===== src/rtl/fp_class_pkg.sv =====
// Shared constants and types for the FP classification stream.
// Class bit indices, one-hot class width and class type.
package fp_class_pkg;

  localparam int CLS_W    = 6;
  localparam int CLS_ZERO = 0;
  localparam int CLS_SUB  = 1;
  localparam int CLS_NORM = 2;
  localparam int CLS_INF  = 3;
  localparam int CLS_QNAN = 4;
  localparam int CLS_SNAN = 5;

  typedef logic [CLS_W-1:0] cls_t;

endpackage


===== src/rtl/fp_class_lane.sv =====
// Classifies one FP operand into a one-hot class and its sign.
// Combinational; one instance per lane.
module fp_class_lane
  import fp_class_pkg::*;
#(
  parameter int SIGN_W = 1,
  parameter int EXPO_W = 8,
  parameter int MANT_W = 23
) (
  input  logic [SIGN_W+EXPO_W+MANT_W-1:0] ind,
  output cls_t                            cls,
  output logic                            sign
);

  logic [SIGN_W-1:0] f_sign;
  logic [EXPO_W-1:0] f_expo;
  logic [MANT_W-1:0] f_mant;
  logic exp_zero;
  logic exp_ones;
  logic man_zero;
  logic man_msb;

  fp_unpack #(
    .SIGN_W(SIGN_W),
    .EXPO_W(EXPO_W),
    .MANT_W(MANT_W)
  ) u_unpack (
    .ind (ind),
    .sign(f_sign),
    .expo(f_expo),
    .mant(f_mant)
  );

  assign sign     = f_sign[SIGN_W-1];
  assign exp_zero = (f_expo == '0);
  assign exp_ones = &f_expo;
  assign man_zero = (f_mant == '0);
  assign man_msb  = f_mant[MANT_W-1];

  // Mutually exclusive decode of exponent/mantissa patterns
  always_comb begin
    cls = '0;
    unique case (1'b1)
      exp_zero && man_zero:
        cls[CLS_ZERO] = 1'b1;
      exp_zero && !man_zero:
        cls[CLS_SUB] = 1'b1;
      !exp_zero && !exp_ones:
        cls[CLS_NORM] = 1'b1;
      exp_ones && man_zero:
        cls[CLS_INF] = 1'b1;
      exp_ones && man_msb:
        cls[CLS_QNAN] = 1'b1;
      exp_ones && !man_msb && !man_zero:
        cls[CLS_SNAN] = 1'b1;
      default:
        cls = '0;
    endcase
  end

endmodule


===== src/rtl/fp_unpack.sv =====
// Splits a packed FP word into sign, exponent and mantissa fields.
// Purely combinational field extraction.
module fp_unpack #(
  parameter int SIGN_W = 1,
  parameter int EXPO_W = 8,
  parameter int MANT_W = 23
) (
  input  logic [SIGN_W+EXPO_W+MANT_W-1:0] ind,
  output logic [SIGN_W-1:0]               sign,
  output logic [EXPO_W-1:0]               expo,
  output logic [MANT_W-1:0]               mant
);

  assign {sign, expo, mant} = ind;

endmodule


===== src/rtl/fp_class_stream.sv =====
// Two-stage valid/ready FP classifier with zero count and NaN flag.
// S1 holds raw operands, S2 holds class and sign per lane.
module fp_class_stream #(
  parameter int SIGN_W = 1,
  parameter int EXPO_W = 8,
  parameter int MANT_W = 23,
  parameter int LANES  = 4,
  parameter int CNT_W  = 16
) (
  input  logic                             clk,
  input  logic                             rst,
  input  logic                             in_valid,
  output logic                             in_ready,
  input  logic [LANES*(SIGN_W+EXPO_W+MANT_W)-1:0] in_data,
  output logic                             out_valid,
  input  logic                             out_ready,
  output logic [LANES*6-1:0]               out_class,
  output logic [LANES-1:0]                 out_sign,
  input  logic                             cnt_clr,
  output logic [CNT_W-1:0]                 zero_cnt,
  output logic                             nan_sticky
);

  import fp_class_pkg::*;

  localparam int FP_W  = SIGN_W + EXPO_W + MANT_W;
  localparam int ZC_W  = $clog2(LANES + 1);
  localparam int SUM_W = ((CNT_W > ZC_W) ? CNT_W : ZC_W) + 1;
  localparam logic [SUM_W-1:0] CNT_MAX =
    (SUM_W'(1) << CNT_W) - SUM_W'(1);

  logic                      s1_valid_q, s1_valid_d;
  logic [LANES*FP_W-1:0]     s1_data_q, s1_data_d;
  logic                      s2_valid_q, s2_valid_d;
  logic [LANES*CLS_W-1:0]    cls_q, cls_d;
  logic [LANES-1:0]          sign_q, sign_d;
  logic [CNT_W-1:0]          zero_cnt_q, zero_cnt_d;
  logic                      nan_q, nan_d;

  logic                      s2_en;
  logic                      in_fire;
  logic                      out_fire;
  logic [LANES*CLS_W-1:0]    lane_cls;
  logic [LANES-1:0]          lane_sign;
  logic [LANES-1:0]          zero_vec;
  logic [LANES-1:0]          nan_vec;
  logic [ZC_W-1:0]           zero_pop;
  logic [SUM_W-1:0]          cnt_base;
  logic [SUM_W-1:0]          cnt_sum;
  logic [CNT_W-1:0]          cnt_sat;

  // Balanced pairwise tree over a heap layout; works for any LANES
  function automatic logic [ZC_W-1:0] pop_tree(
    input logic [LANES-1:0] v
  );
    logic [ZC_W-1:0] node [1:2*LANES-1];
    for (int i = 0; i < LANES; i++)
      node[LANES+i] = ZC_W'(v[i]);
    for (int i = LANES - 1; i >= 1; i--)
      node[i] = node[2*i] + node[2*i+1];
    return node[1];
  endfunction

  for (genvar g = 0; g < LANES; g++) begin : g_lane
    fp_class_lane #(
      .SIGN_W(SIGN_W),
      .EXPO_W(EXPO_W),
      .MANT_W(MANT_W)
    ) u_lane (
      .ind (s1_data_q[g*FP_W +: FP_W]),
      .cls (lane_cls[g*CLS_W +: CLS_W]),
      .sign(lane_sign[g])
    );
    assign zero_vec[g] = cls_q[g*CLS_W + CLS_ZERO];
    assign nan_vec[g]  = cls_q[g*CLS_W + CLS_QNAN]
                       | cls_q[g*CLS_W + CLS_SNAN];
  end

  assign s2_en    = !s2_valid_q || out_ready;
  assign in_ready = !s1_valid_q || s2_en;
  assign in_fire  = in_valid && in_ready;
  assign out_fire = s2_valid_q && out_ready;
  assign zero_pop = pop_tree(zero_vec);

  // Next state for both pipeline stages
  always_comb begin
    s1_valid_d = s1_valid_q;
    s1_data_d  = s1_data_q;
    s2_valid_d = s2_valid_q;
    cls_d      = cls_q;
    sign_d     = sign_q;
    if (s2_en) begin
      s2_valid_d = s1_valid_q;
      s1_valid_d = 1'b0;
      if (s1_valid_q) begin
        cls_d  = lane_cls;
        sign_d = lane_sign;
      end
    end
    if (in_fire) begin
      s1_valid_d = 1'b1;
      s1_data_d  = in_data;
    end
  end

  // Statistics: clear restarts from the concurrent beat
  always_comb begin
    cnt_base = cnt_clr ? '0 : SUM_W'(zero_cnt_q);
    cnt_sum  = cnt_base + SUM_W'(zero_pop);
    cnt_sat  = (cnt_sum > CNT_MAX) ? CNT_MAX[CNT_W-1:0]
                                   : cnt_sum[CNT_W-1:0];
    zero_cnt_d = cnt_clr ? '0 : zero_cnt_q;
    if (out_fire)
      zero_cnt_d = cnt_sat;
    nan_d = (out_fire && (|nan_vec)) || (nan_q && !cnt_clr);
  end

  // Control, class outputs and statistics with reset
  always_ff @(posedge clk) begin
    if (rst) begin
      s1_valid_q <= 1'b0;
      s2_valid_q <= 1'b0;
      cls_q      <= '0;
      sign_q     <= '0;
      zero_cnt_q <= '0;
      nan_q      <= 1'b0;
    end else begin
      s1_valid_q <= s1_valid_d;
      s2_valid_q <= s2_valid_d;
      cls_q      <= cls_d;
      sign_q     <= sign_d;
      zero_cnt_q <= zero_cnt_d;
      nan_q      <= nan_d;
    end
  end

  // Operand holding register, no reset needed
  always_ff @(posedge clk) begin
    s1_data_q <= s1_data_d;
  end

  assign out_valid  = s2_valid_q;
  assign out_class  = cls_q;
  assign out_sign   = sign_q;
  assign zero_cnt   = zero_cnt_q;
  assign nan_sticky = nan_q;

endmodule


===== config.mk =====
export PLATFORM = sky130hd
export DESIGN_NAME = fp_class_stream
export DESIGN_NICKNAME = d
export VERILOG_FILES = /design/src/rtl/fp_class_pkg.sv /design/src/rtl/fp_class_lane.sv /design/src/rtl/fp_unpack.sv /design/src/rtl/fp_class_stream.sv
export SDC_FILE = /design/constraint.sdc
export NUM_CORES = 1
export LEC_CHECK = 0
export ABC_AREA = 1
export CAP_MARGIN = 25
export CELL_PAD_IN_SITES_DETAIL_PLACEMENT = 0
export CELL_PAD_IN_SITES_GLOBAL_PLACEMENT = 1
export CORE_MARGIN = 1
export CORE_UTILIZATION = 38
export CTS_BUF_LIST = sky130_fd_sc_hd__clkbuf_16
export DETAILED_ROUTE_END_ITERATION = 12
export PLACE_DENSITY = 0.88
export REMOVE_ABC_BUFFERS = 1
export SYNTH_ARGS = -nofsm -noshare
export SYNTH_HDL_FRONTEND = slang
export SYNTH_SLANG_ARGS = --single-unit
export TNS_END_PERCENT = 50

===== constraint.sdc =====
create_clock -name clk -period 5.5 [get_ports clk]
set_clock_uncertainty 0.2 [all_clocks]
set_input_delay 1.1 -clock clk [delete_from_list [all_inputs] [get_ports clk]]
set_output_delay 1.1 -clock clk [all_outputs]
set_load 0.005 [all_outputs]

==> flow_summary.toml, run 1 <==
[critical_path]
cp-endpoint = "zero_cnt[15]"
worstPathCellList = "clkdlybuf4s50_1 -> clkinv_4 -> nand2_1 -> fa_1 -> fa_1 -> nor2_4 -> nand3_2 -> nor2_4 -> nand3_4 -> nand3_1 -> nand2_1 -> inv_1"
end_kind = "register"
r2r-end = "zero_cnt[15]"
ff2ff_setup_slack_ns = 2.36
critPathMaxFanout = 22
cp_slowest_cell = "clkdlybuf4s50_1"
startpoint = "cnt_clr"
cp_data_arrival_time_ns = 4.00
path_class = "in -> reg"
cp.required_ns = 5.66
cpPeakStageDelay_ns = 0.59
crit_path_start_kind = "input port"
reg2reg_depth = 11
timing.rr.start = "out_class[0]"

[clocking]
clock_latency_ns = 0.41
cts_hold_buf = 0
cts_resized = 0
clock-root-buffer = "clkbuf_16"
clk_pin_slew_ns = 0.06
cts_tree = "done"
cts_htree_levels = 4
numCtsBuffers = 17
clock_path_buffers = 2
cts_setup_buffers = 0
cts.sinks = 175

[global_route]
grt_start_max_net_pins = 73
grt_pass1_vias = 4764
antenna_found_initial = 0
grt_overflow_total = 0
busiest_layer = "met2"
grt_usage_pct = 16.8
use_met1_pct = 18.7
grt_pass1_wl_mm = 23.3
grt.met2_usage_pct = 29.7
grtUsageMet3_pct = 5.69

[drt]
routed_wirelength_mm = 14.7
num_vias = 4734
ant_nets = 0
drc = 0
via_per_inst = 4.66
drtIter0Drc = 245
firstDrtPassIters = 4
routedWlPerCell_um = 14.5

[final_layout]
final.fill_count = 1547
fin_nets = 914
post-route-cell-area_um2 = 9330
multiInputGateArea_um2 = 1700
final_cell_count_no_fill = 1015
regArea_um2 = 4780
drive_gt1_share_pct = 8.23
mostFrequentLayoutCells = "clkdlybuf4s50_1 (179), edfxtp_1 (128), nand2_1 (119), nor2_1 (93), dfxtp_1 (47)"
layout_commonest_cell = "clkdlybuf4s50_1"
final_util_pct = 53.7
diodes = 0
areaGrowthSynthToFinish_pct = 37.7

[flow_run]
maxCapViolations = 0

[power]
leakagePower_nw = 3.35
powerDensity_nw_per_um2 = 299
p_total_mw = 2.79
peakVddDrop_mv = 0.207

[die]
fp.dieW_um = 136
core_um2 = 17400
dieArea_um2 = 18400
floorplan.initialDensity_pct = 39.0
row_count = 48
die_h_um = 136
io_pins = 180

[synthesis]
yosys.area.top_type = "edfxtp_1"
synth_area_leaders = "edfxtp_1 (57%), dfxtp_1 (14%), nand2_1 (6.6%)"
ys_warn_count = 0
ys_ff_latch = 175
netlist_area_um2 = 6770
syn-instance-count = 590
yosysUniqueCellTypes = 30
syn_avg_cell_area_um2 = 11.5
yosysSeqAreaShare_pct = 70.6
synth.top_cell.area_share_pct = 56.7

[sta]
relSlewSlack_pct = 40.9
finalSetupViolCount = 0
tightest_slew_ns = 0.887
fin_crit_ns = 3.84
finalCritPeriodShare_pct = 69.8
hold_slack_ns = 0.263
hold_violations = 0
fin_ws_ns = 1.66
rsz0062_at_grt = "no"
maxSlewViolCount = 0
final.setup.tns_ns = 0
max_freq_ghz = 0.261

[min_path]
hp-class = "reg -> reg"

[placed_design]
numPortBuffers = 179
routabilityCongestion = 0.818
dp_hpwl_mm = 10.9
place_area_um2 = 8790
pre_cts_slack_ns = 1.22
place_inst = 983

[outcome]
status = "finished clean"
cells by family (layout without fill, tap and decap cells):
logic type | Yosys count | after routing | synth area share [%]
simple gates | 279 | 279 | 18.3
flops | 175 | 175 | 70.6
buf+inv | 65 | 265 | 4.29
compound gates | 64 | 64 | 5.30
fa+ha+maj | 4 | 4 | 1.07
xor+xnor | 3 | 3 | 0.388
final cells by class:
class | count | area share [%]
Clock buffer | 17 | 4.56
Clock inverter | 15 | 1.17
Sequential cell | 175 | 51.3
Tap cell | 225 | 3.02
Timing Repair Buffer | 183 | 19.7
Multi-Input combinational cell | 350 | 18.2
Inverter | 50 | 2.09
state kept, by name (all words and copies together) (netlist names):
name / flops
out_sign: 4
out_valid: 1
s1_valid_q: 1
out_class: 24
zero_cnt: 16
nan_sticky: 1
s1_data_q: 128
cells in the mapped netlist, drive strengths merged:
| library cell | count |
|---|---|
| xor2 | 2 |
| buf | 6 |
| nor2 | 98 |
| edfxtp | 128 |
| xnor2 | 1 |
| nand4 | 11 |
| nand2 | 120 |
| a21oi | 42 |
| clkinv | 1 |
| o22ai | 1 |
| fa | 3 |
| nor3 | 8 |
| clkbuf | 9 |
| ha | 1 |
| o21ai | 21 |
| dfxtp | 47 |
| nand3 | 31 |
| inv | 49 |
| or2 | 1 |
| nor4 | 10 |
routing by layer:
metal,part of all wire (%),wire length [um]
met1,40,5950
met5,0,0
met2,51,7540
met3,7.0,1030
met4,1.5,225
power by group:
| part | internal (mW) | total [mW] | switching (mW) |
|---|---|---|---|
| combinational | 0.114 | 0.189 | 0.0752 |
| sequential | 1.49 | 1.51 | 0.0246 |
| clock | 0.583 | 1.09 | 0.505 |
| total | 2.18 | 2.79 | 0.604 |
worst max-delay path, delay by kind of cell:
family	cells	cell delay [ns]
buf+inv	3	0.89
fa+ha+maj	2	0.89
simple gates	7	1.11
worst min-delay path by stage:
stage | cells past startpoint | to | from | slack, ns
2_1_floorplan | 2 | nan_sticky | nan_sticky | 0.26
3_3_place_gp | 2 | out_class[9] | out_class[9] | 0.25
3_5_place_dp | 2 | out_class[7] | out_class[7] | 0.26
4_1_cts | 2 | out_class[21] | out_class[21] | 0.27
5_1_grt | 2 | out_class[19] | out_class[19] | 0.29
6_report | 2 | out_class[21] | out_class[21] | 0.26
Power figures use the tool's default switching activity.
==> inputs of run 2 (changes only) <==
==> constraint.sdc (replaced) <==
create_clock -name clk -period 3.6 [get_ports clk]
set_clock_uncertainty 0.2 [all_clocks]
set_input_delay 0.72 -clock clk [delete_from_list [all_inputs] [get_ports clk]]
set_output_delay 0.72 -clock clk [all_outputs]
set_load 0.005 [all_outputs]
==> flow_summary.toml, run 2 (synthesized netlist as in run 1, its figures left out) <==
[final_layout]
diodes = 0
final.fill_count = 1454
regArea_um2 = 4780
final_cell_count_no_fill = 1023
post-route-cell-area_um2 = 9490
fin_nets = 922
largest_register_ffs = 128
areaGrowthSynthToFinish_pct = 40.1
mostFrequentLayoutCells = "clkdlybuf4s50_1 (179), edfxtp_1 (128), nand2_1 (119), nor2_1 (93), dfxtp_1 (47)"
top_register = "s1_data_q"
layout_commonest_cell = "clkdlybuf4s50_1"
drive_gt1_share_pct = 9.27
final_util_pct = 54.7
multiInputGateArea_um2 = 1700

[placed_design]
routabilityCongestion = 0.838
place_area_um2 = 8870
dp_hpwl_mm = 11.0
pre_cts_slack_ns = 0.227
place_inst = 991
numPortBuffers = 179

[sta]
tightest_slew_ns = 0.741
max_freq_ghz = 0.335
relSlewSlack_pct = 50.6
rsz0062_at_grt = "no"
maxSlewViolCount = 0
finalSetupViolCount = 0
fin_ws_ns = 0.618
fin_crit_ns = 2.98
finalCritPeriodShare_pct = 82.8
hold_violations = 0

[drt]
ant_nets = 0
routed_wirelength_mm = 14.9
drc = 0
num_vias = 4794
via_per_inst = 4.69
drtIter0Drc = 244
firstDrtPassIters = 5
routedWlPerCell_um = 14.6

[power]
p_total_mw = 4.51
peakVddDrop_mv = 0.320
intPower_mw = 3.51
sw_frac_of_total_pct = 22.1
seqPwrFrac_pct = 51.2
powerDensity_nw_per_um2 = 475
clockPowerShare_pct = 42.2
leakagePower_nw = 3.44
p_comb_share_pct = 6.6
p_switching_mw = 0.994

[global_route]
antenna_found_initial = 0
grt_pass1_vias = 4664
grtUsageMet3_pct = 5.95
busiest_layer = "met2"
grt_overflow_total = 0
grt.met2_usage_pct = 29.7
grt_pass1_wl_mm = 23.4
grt_start_max_net_pins = 45
use_met1_pct = 19.4
grt_usage_pct = 17.1

[die]
fp.dieW_um = 136
row_count = 48
io_pins = 180
dieArea_um2 = 18400
die_h_um = 136
core_um2 = 17400
floorplan.initialDensity_pct = 39.0

[critical_path]
critPathMaxFanout = 16
cp.required_ns = 3.77
path_class = "reg -> reg"
end_kind = "register"
cp_data_arrival_time_ns = 3.15
crit_path_start_kind = "register"

[clocking]
cts_htree_levels = 4
cts_resized = 0
cts_tree = "done"
cts.sinks = 175
clock-root-buffer = "clkbuf_16"
clock_path_buffers = 2
clock_latency_ns = 0.42
numCtsBuffers = 17
clk_pin_slew_ns = 0.07
cts_setup_buffers = 0
cts_hold_buf = 0

[min_path]
hp-class = "reg -> reg"

[outcome]
status = "finished clean"

[flow_run]
maxCapViolations = 0
[run 2: cell types whose count changed in the layout (fill, tap and decap cells not counted), sizes merged]
| cell | before | now |
|---|---|---|
| bufinv | 0 | 2 |
| clkinv | 6 | 7 |
| buf | 4 | 12 |
| clkinvlp | 4 | 1 |
[run 2: final timing paths]
path / slack [ns] / to / cells past startpoint / startpoint
setup / recovery: 0.62 / zero_cnt[15] / 11 / out_class[0]
hold reg to reg: 0.26 / out_class[3] / 2 / out_class[3]
setup reg to reg: 0.62 / zero_cnt[15] / 11 / out_class[0]
hold / removal: 0.26 / out_class[3] / 2 / out_class[3]
[run 2: critical path, cell delays in order (launching register included)]
cell	delay (ns)
dfxtp_1	0.34
fa_1	0.53
inv_1	0.07
fa_1	0.43
fa_1	0.46
nor2_4	0.15
nand3_2	0.11
nor2_4	0.11
nand3_4	0.25
nand3_1	0.18
nand2_1	0.06
inv_1	0.04
[run 2: through the flow]
stage	hold WS (ns)	setup TNS, ns
detailed placement	0.255	0
finish	0.263	0
global route	0.284	0
CTS	0.266	0
floorplan	0.256	-65.40
global placement	0.251	0
[run 2: power by group through the flow]
| stage | clock (mW) | combinational [mW] | sequential (mW) |
|---|---|---|---|
| final | 1.90 | 0.298 | 2.31 |
| after global routing | 2.03 | 0.325 | 2.32 |
| after CTS | 1.94 | 0.301 | 2.31 |
| after detailed placement | 0 | 0.300 | 2.35 |
| after global placement | 0 | 0.294 | 2.35 |
| after floorplan | 0 | 0.0799 | 2.35 |
[run 2: final cells by class]
type,instances,area share (%)
Sequential cell,175,50.4
Clock buffer,17,4.48
Multi-Input combinational cell,350,17.9
Tap cell,225,2.97
Timing Repair Buffer,191,20.1
Clock inverter,15,2.08
Inverter,50,2.06
[run 2: routing by layer]
layer | vias up | wire [um]
met5 | - | 0
met2 | 134 | 7650
met1 | 2245 | 6170
met3 | 15 | 919
met4 | 0 | 204
li1 | 2400 | -
